===== config.mk =====
export PLATFORM = sky130hd
export DESIGN_NAME = mux4_rr_arbiter
export DESIGN_NICKNAME = d
export VERILOG_FILES = /design/src/rtl/mux4_rr_arbiter_pkg.sv /design/src/rtl/mux4_rr_arbiter_rr_pick4.sv /design/src/rtl/mux4_rr_arbiter.sv
export SDC_FILE = /design/constraint.sdc
export NUM_CORES = 1
export LEC_CHECK = 0
export ABC_CLOCK_PERIOD_IN_PS = 2000
export CAP_MARGIN = 20
export CORE_UTILIZATION = 53
export DETAILED_ROUTE_END_ITERATION = 8
export HOLD_SLACK_MARGIN = 0.15
export PLACE_DENSITY = 0.8
export SLEW_MARGIN = 20
export SYNTH_ARGS = -nofsm -noshare
export SYNTH_HDL_FRONTEND = slang
export SYNTH_SLANG_ARGS = --single-unit

===== constraint.sdc =====
create_clock -name clk -period 2 [get_ports clk]
set_input_delay 0.3 -clock clk [delete_from_list [all_inputs] [get_ports clk]]
set_output_delay 0.3 -clock clk [all_outputs]
set_load 0.1 [all_outputs]

===== src/rtl/mux4_rr_arbiter_pkg.sv =====
`default_nettype none
// ============================================================================
// Module      : mux4_pkg
// Description : Shared types and constants for the 4-to-1 mux arbiter:
//               Gray-coded select values, arbiter state enum, index->select.
// Revision    : 1.0  initial release
// ============================================================================
package mux4_pkg;

    // Gray-coded mux select per source
    localparam logic [1:0] SEL_S0 = 2'b00;
    localparam logic [1:0] SEL_S1 = 2'b01;
    localparam logic [1:0] SEL_S2 = 2'b11;
    localparam logic [1:0] SEL_S3 = 2'b10;

    typedef enum logic [1:0] {
        IDLE  = 2'd0,
        OWN   = 2'd1,
        DRAIN = 2'd2
    } state_t;

    // Map a source index to its Gray-coded select value
    function automatic logic [1:0] idx_to_sel(input logic [1:0] idx);
        logic [1:0] s;
        case (idx)
            2'd0:    s = SEL_S0;
            2'd1:    s = SEL_S1;
            2'd2:    s = SEL_S2;
            default: s = SEL_S3;
        endcase
        return s;
    endfunction

endpackage
`default_nettype wire


===== src/rtl/mux4_rr_arbiter_rr_pick4.sv =====
`default_nettype none
// ============================================================================
// Module      : rr_pick4
// Description : Combinational rotating-priority picker. Scans requests
//               starting at the pointer and wrapping mod 4; reports the
//               first set bit as the winner.
// Revision    : 1.0  initial release
// ============================================================================
module rr_pick4 (
    input  logic [3:0] i_req,
    input  logic [1:0] i_ptr,
    output logic       o_valid,
    output logic [1:0] o_winner
);

    logic [1:0] w_idx;

    // Scan from the farthest candidate down to ptr so the closest one wins
    always_comb begin
        o_valid  = 1'b0;
        o_winner = i_ptr;
        w_idx    = 2'd0;
        for (int k = 3; k >= 0; k--) begin
            w_idx = i_ptr + 2'(k);
            if (i_req[w_idx]) begin
                o_valid  = 1'b1;
                o_winner = w_idx;
            end
        end
    end

endmodule
`default_nettype wire


===== src/rtl/mux4_rr_arbiter.sv =====
`default_nettype none
// ============================================================================
// Module      : mux4_rr_arbiter
// Description : Round-robin arbiter / select sequencer for a shared 4-to-1
//               mux. One owner at a time, Gray-coded select held for the
//               whole ownership, bounded hold time, one drain cycle between
//               owners. All outputs are registered.
// Revision    : 1.0  initial release
// ============================================================================
module mux4_rr_arbiter
    import mux4_pkg::*;
#(
    parameter int MAX_HOLD = 16,
    parameter int CNT_W    = 8
) (
    input  logic       clk,
    input  logic       reset,
    input  logic [3:0] req,
    input  logic       done,
    output logic [1:0] sel,
    output logic [3:0] grant,
    output logic       busy,
    output logic       timeout
);

    localparam logic [CNT_W-1:0] c_hold_last = CNT_W'(MAX_HOLD - 1);

    state_t           r_state, w_state;
    logic [3:0]       r_grant, w_grant;
    logic [1:0]       r_sel,   w_sel;
    logic             r_busy,  w_busy;
    logic             r_timeout, w_timeout;
    logic [1:0]       r_ptr,   w_ptr;
    logic [1:0]       r_owner, w_owner;
    logic [CNT_W-1:0] r_cnt,   w_cnt;

    logic             w_valid;
    logic [1:0]       w_winner;
    logic             w_owner_req;
    logic             w_expire;

    rr_pick4 u_pick (
        .i_req    (req),
        .i_ptr    (r_ptr),
        .o_valid  (w_valid),
        .o_winner (w_winner)
    );

    assign w_owner_req = req[r_owner];
    assign w_expire    = (r_cnt == c_hold_last);

    // Next-state and next-output decode
    always_comb begin
        w_state   = r_state;
        w_grant   = r_grant;
        w_sel     = r_sel;
        w_busy    = r_busy;
        w_timeout = r_timeout;
        w_ptr     = r_ptr;
        w_owner   = r_owner;
        w_cnt     = r_cnt;
        case (r_state)
            IDLE: begin
                w_grant   = 4'b0000;
                w_busy    = 1'b0;
                w_timeout = 1'b0;
                if (w_valid) begin
                    w_state = OWN;
                    w_grant = 4'b0001 << w_winner;
                    w_sel   = idx_to_sel(w_winner);
                    w_busy  = 1'b1;
                    w_owner = w_winner;
                    w_cnt   = '0;
                end
            end
            OWN: begin
                // done beats a dropped request, which beats expiry; only a
                // pure expiry raises the timeout pulse
                if (done || !w_owner_req || w_expire) begin
                    w_state   = DRAIN;
                    w_grant   = 4'b0000;
                    w_busy    = 1'b1;
                    w_timeout = !done && w_owner_req;
                    w_ptr     = r_owner + 2'd1;
                end else begin
                    w_cnt = r_cnt + 1'b1;
                end
            end
            DRAIN: begin
                w_state   = IDLE;
                w_busy    = 1'b0;
                w_timeout = 1'b0;
            end
            default: begin
                w_state   = IDLE;
                w_grant   = 4'b0000;
                w_busy    = 1'b0;
                w_timeout = 1'b0;
            end
        endcase
    end

    // State and output registers with synchronous reset
    always_ff @(posedge clk) begin
        if (reset) begin
            r_state   <= IDLE;
            r_grant   <= 4'b0000;
            r_sel     <= SEL_S0;
            r_busy    <= 1'b0;
            r_timeout <= 1'b0;
            r_ptr     <= 2'd0;
            r_owner   <= 2'd0;
            r_cnt     <= '0;
        end else begin
            r_state   <= w_state;
            r_grant   <= w_grant;
            r_sel     <= w_sel;
            r_busy    <= w_busy;
            r_timeout <= w_timeout;
            r_ptr     <= w_ptr;
            r_owner   <= w_owner;
            r_cnt     <= w_cnt;
        end
    end

    assign grant   = r_grant;
    assign sel     = r_sel;
    assign busy    = r_busy;
    assign timeout = r_timeout;

endmodule
`default_nettype wire


[Word level (Yosys, flattened, before mapping)]
Cells that the tools add are included.
W data, S select, Z words.
Storage, ports and cells
  register bits: 22
  latch bits: 0
  bits in writable memories: 0
  ROM bits: 0
  input port bits: 7
  word-level logic and storage cells: 74
  memories kept: 0
Operators by class
  $add $sub $neg: 5
  $mul: 0
  divide/modulo/power cells: 0
  magnitude comparators: 5
  equality and inequality tests: 8
  shift-type cells: 1
  mux-type cells: 31
  bitwise gates (word level): 2
  reduce and logical (&&, ||, !) cells: 14
Operators with widths (count)
  $mux W8: 2
  $pmux W8 S2: 1
  $lt A2 B3 Y1 const B: 5
  $mux W2: 6
  $pmux W4 S3: 1
  $mux W1: 11
  $bmux W1 S2: 5
  $add A8 B1 Y8 const B: 1
  $eq A8 B4 Y1 const B: 1
  $mux W4: 2
  $reduce_and A2 Y1: 4
  $pmux W2 S3: 1
  $add A2 B1 Y2 const B: 2
  $add A2 B2 Y2 const B: 2
  $eq A2 B1 Y1 const B: 2
  $eq A2 B2 Y1 const B: 2
  $logic_not A2 Y1: 2
  $ne A2 B2 Y1 const B: 2
  $pmux W2 S2: 1
  $shl A1 B2 Y4 const A: 1
  $reduce_and A3 Y1: 1
  $logic_not A1 Y1: 2
  $logic_or A1 B1 Y1: 2
  $ne A2 B1 Y1 const B: 1
  other kinds (5): 6

[Longest topological paths before layout]
  depth in word-level cells: 10
  mapped depth: 7
  mapped depth without buffers: 7

[Hierarchy]
A second synthesis with hierarchy kept.
Unflattened totals
  cell total of the unflattened synthesis: 149
  area total of the unflattened synthesis: 1248.7 sq um
Modules (own cells, without submodules)
  mux4_rr_arbiter: instances 1, cells an instance 133, area an instance 1148.6 sq um
  rr_pick4: instances 1, cells an instance 16, area an instance 100.1 sq um

[Worst setup path after synthesis]
No wires, ideal clock.
  kind: register to register
  start: register r_ptr[0]
  end: register r_grant[0] (netlist: grant[0])
  data arrival time: 1.556 ns
  data required time: 1.871 ns
  slack: 0.315 ns
  stages on the path, launching flop included: 8
  clock period less this slack: 1.685 ns
  cells stage by stage: dfxtp_1 > and2b_1 > or4_4 > nand2_4 > inv_1 > ha_1 > a22oi_1 > nor2_1
On the way
  word-level cells in the longest chain between the ends: 10
  elaborated cells on any way between the ends: 22
RTL lines
  from (decl): line mux4_rr_arbiter.sv:33  | logic [1:0] r_ptr, w_ptr;
  from (signal assigned): line mux4_rr_arbiter.sv:120  | r_ptr <= w_ptr;
  $add A2 B2 Y2: line mux4_rr_arbiter_rr_pick4.sv:24  | w_idx = i_ptr + 2'(k);
  $bmux W1 S2: line mux4_rr_arbiter_rr_pick4.sv:25  | if (i_req[w_idx]) begin
  $mux W1 (implied by the code): line mux4_rr_arbiter_rr_pick4.sv:25
  $mux W2 (3 in a row): line mux4_rr_arbiter_rr_pick4.sv:25
  $mux W2 (*): line mux4_rr_arbiter_rr_pick4.sv:25
  net u_pick.o_winner[1]: line mux4_rr_arbiter_rr_pick4.sv:13  | output logic [1:0] o_winner
  $shl A1 B2 Y4 (*): line mux4_rr_arbiter.sv:69  | w_grant = 4'b0001 << w_winner;
  $mux W4 (*): line mux4_rr_arbiter.sv:67  | if (w_valid) begin
  $pmux W4 S3 (*): line mux4_rr_arbiter.sv:62  | case (r_state)
  to (signal assigned): line mux4_rr_arbiter.sv:116  | r_grant <= w_grant;
  to (decl): line mux4_rr_arbiter.sv:29  | logic [3:0] r_grant, w_grant;
Mark *: on every way through the listed nets, which the timed path passes. The rest lies on a longest branch. The select of a mux whose other input is x is not followed.
A chain may end at the register's enable or synchronous reset.

[Worst setup path after layout]
  start: input req[3]
  end: register r_grant[0] (netlist: grant[0])
On the way
  word-level cells in the longest chain between the ends: 9
  elaborated cells on any way between the ends: 26
RTL lines
  from (decl): line mux4_rr_arbiter.sv:18  | input logic [3:0] req,
  $bmux W1 S2: line mux4_rr_arbiter_rr_pick4.sv:25
  $mux W1 (implied by the code): line mux4_rr_arbiter_rr_pick4.sv:25
  $mux W2 (3 in a row): line mux4_rr_arbiter_rr_pick4.sv:25
  $mux W2 (*): line mux4_rr_arbiter_rr_pick4.sv:25
  net u_pick.o_winner[1]: line mux4_rr_arbiter_rr_pick4.sv:13
  $shl A1 B2 Y4 (*): line mux4_rr_arbiter.sv:69
  $mux W4 (*): line mux4_rr_arbiter.sv:67
  $pmux W4 S3 (*): line mux4_rr_arbiter.sv:62
Marked as above.

==> impl_results.md <==
- Layout Skew: between 2 and 3 ps
- GR peak layer: met2
- Die width: approximately 49 µm
- Root buf cell: clkbuf_4
- Nets: roughly 170
- Die ar.: 2370 µm²
- Hpwl dp: approximately 1.9 mm
- Sink Count: 22
- Clock-pin slew of the registers on the worst-case setup and hold paths: between 100 and 150 ps
- Seq/Total Area, Yosys: 0.381
- Cells after Synth: 127
- Mapped Avg Cell Area: between 9 and 10 µm²
- Hold-fix buffers, CTS: 0
- Max cap viols: 0
- Power Density: between 700 and 800 nW/µm²
- Yosys warns: 0
- Drt drc: 0
- Vias in the first global route: 1009
- Final GP Congestion: around 0.82
- Crit path kind: in2reg
- Drt pass-1 iters: 4
- Required @ worst endpoint: between 2000 and 2500 ps
- Area grow syn2layout: 22.8%
- Final wirelength: 2.36 mm
- Placed cell count: approximately 180
- Global Route met1 Usage: 0.314
- I/O Buffers: 14
- # rows: 16
- Synth Flop Type: dfxtp_1
- Die span in y: between 40 and 50 µm
- Slew HR: 0.734
- Total Routing Usage GR: 0.232
- Via density: between 5 and 6
- Fin Setup TNS: 0 ps
- Fin crit share: 0.919
- Final slew viol count: 0
- Layout cell share with drive strength beyond 1: 0.271
- R2R setup slack: between 200 and 250 ps
- CP Max Fanout: 4
- Synthesized net count: around 140
- Starting Density: 0.577
- CP Capture Type: register
- Leak Pwr: 0.000557 µW
- Post-Place Worst Slack: -202 ps
- Max IR drop VDD: 0.000642 V
- Worst hold path class: reg2reg
- Largest net degree at the start of global routing: 12
- Antenna violations before repair: 0
- RSZ-0062 raised after global routing: false
- Worst Tran Pin Value: around 400 ps
- Core Area: approximately 2000 µm²
- Fin. Hold Viols: 0
- H-tree depth: 1
- I/O pins: 15
- Grt ovf: 0
- GR Util met3: 0.0440
- Antenna cells: 0
- DRT iter0 DRCs: 38
- Setup WS post-layout: 162 ps
- # setup viols final: 0
- Final Core Density: 0.708
- GR Util met2: 0.370
- Global-route wire length before repair: ~4.3 mm
- Unique masters post-synth: between 40 and 50
- Vias: a little over 1000
- Arrival time worst endpoint: a little over 2000 ps
- Fmax: 0.544 GHz
- Final total power: 1030 µW
- Routed Antenna Nets: 0
- Clk_lat worst skew: around 300 ps
- Num CTS Buffers: 3
- FFs w/ async S/R, synth: 0
- EDFF count, synth: 0
- Startpoint Class: input port
- Final Non-Filler Cells: 182
- Avg WL per Cell: ~13 µm
- Status: complete, no violations
- CTS tree: yes
- Fin crit period: 1840 ps
- Synthesized area: between 1000 and 1500 µm²
- #FFs+latches synth: 22
- CTS max path bufs: 2
## Yosys cell counts (all sizes together) (3+ instances only)
| cell | n | share of area |
|---|---|---|
| ha | 3 | 0.033 |
| and2b | 3 | 0.022 |
| o21ai | 7 | 0.043 |
| nor3 | 5 | 0.022 |
| inv | 4 | 0.013 |
| a22oi | 3 | 0.024 |
| xnor2 | 5 | 0.038 |
| a21oi | 10 | 0.050 |
| nand2 | 12 | 0.046 |
| nor2 | 19 | 0.064 |
| dfxtp | 22 | 0.38 |
## state kept, by name, summed over array words and instances, names as in the netlist
register and flops:
r_cnt 8, r_owner 2, grant 4, sel 2, busy 1, timeout 1, r_ptr 2, r_state 2
## timing repair
item | in CTS | in global routing
resized for setup | 0 | 1
buffers inserted | 0 | 0
hold endpoints to repair | 0 | 0
endpoints found under the setup margin | 0 | 2
## final cells by class
type                    instances  area [µm²]
well taps                      27        33.8
inverters                       4        15.0
clock buffers                   3        22.5
repair buffers                 28         225
flip-flops and latches         22         440
multi-input cells              98         681
fillers                       173         584
## worst paths after layout
| check | start | to | cells after the start |
|---|---|---|---|
| max | req[3] | grant[0] | 8 |
| min | sel[0] | sel[0] | 2 |
| max reg2reg | r_ptr[0] | grant[0] | 7 |
| min reg2reg | sel[0] | sel[0] | 2 |
## logic make-up after synthesis
group / share of synthesized area
multiplexers: 0.0282
flip-flops: 0.381
AO/OA/AOI/OAI: 0.215
adder cells (fa/ha/maj): 0.0325
XOR/XNOR: 0.0455
buffers and inverters: 0.0293
AND/OR/NAND/NOR: 0.269
## routing by layer
| metal | vias to the layer above | share of wire |
|---|---|---|
| li1 | 508 | - |
| met1 | 479 | 0.49 |
| met2 | 28 | 0.47 |
| met3 | 0 | 0.036 |
| met4 | 0 | 0 |
| met5 | - | 0 |
## through the flow
stage	instance area [µm²]	hold WS [ps]
2_1_floorplan	1150	461
3_5_place_dp	1400	457
6_report	1420	481
5_1_grt	1420	498
4_1_cts	1420	480
3_3_place_gp	1400	453
## where the power goes
part	internal (µW)	total [µW]	switching, µW
registers	466	492	26.5
clock network	70.1	192	122
logic	118	343	225
total	653	1030	373
## layout by cell type (no fill, tap or decap), types with 4 or more instances in the layout
cell	Yosys	layout
nor2_1	18	18
nor3_1	5	5
nand2_1	11	11
inv_1	4	4
dfxtp_1	22	22
buf_4	0	22
clkdlybuf4s50_1	0	6
a21oi_1	8	8
o21ai_0	5	4
xnor2_1	5	5
## worst max-delay path, cell delays in order
cell and delay, ps:
clkdlybuf4s50_1 520, and3b_1 190, or4_4 490, nand2_4 90
inv_1 40, ha_1 180, a22oi_1 170, nor2_1 50
Note: power is estimated with default switching activity, not from simulation.
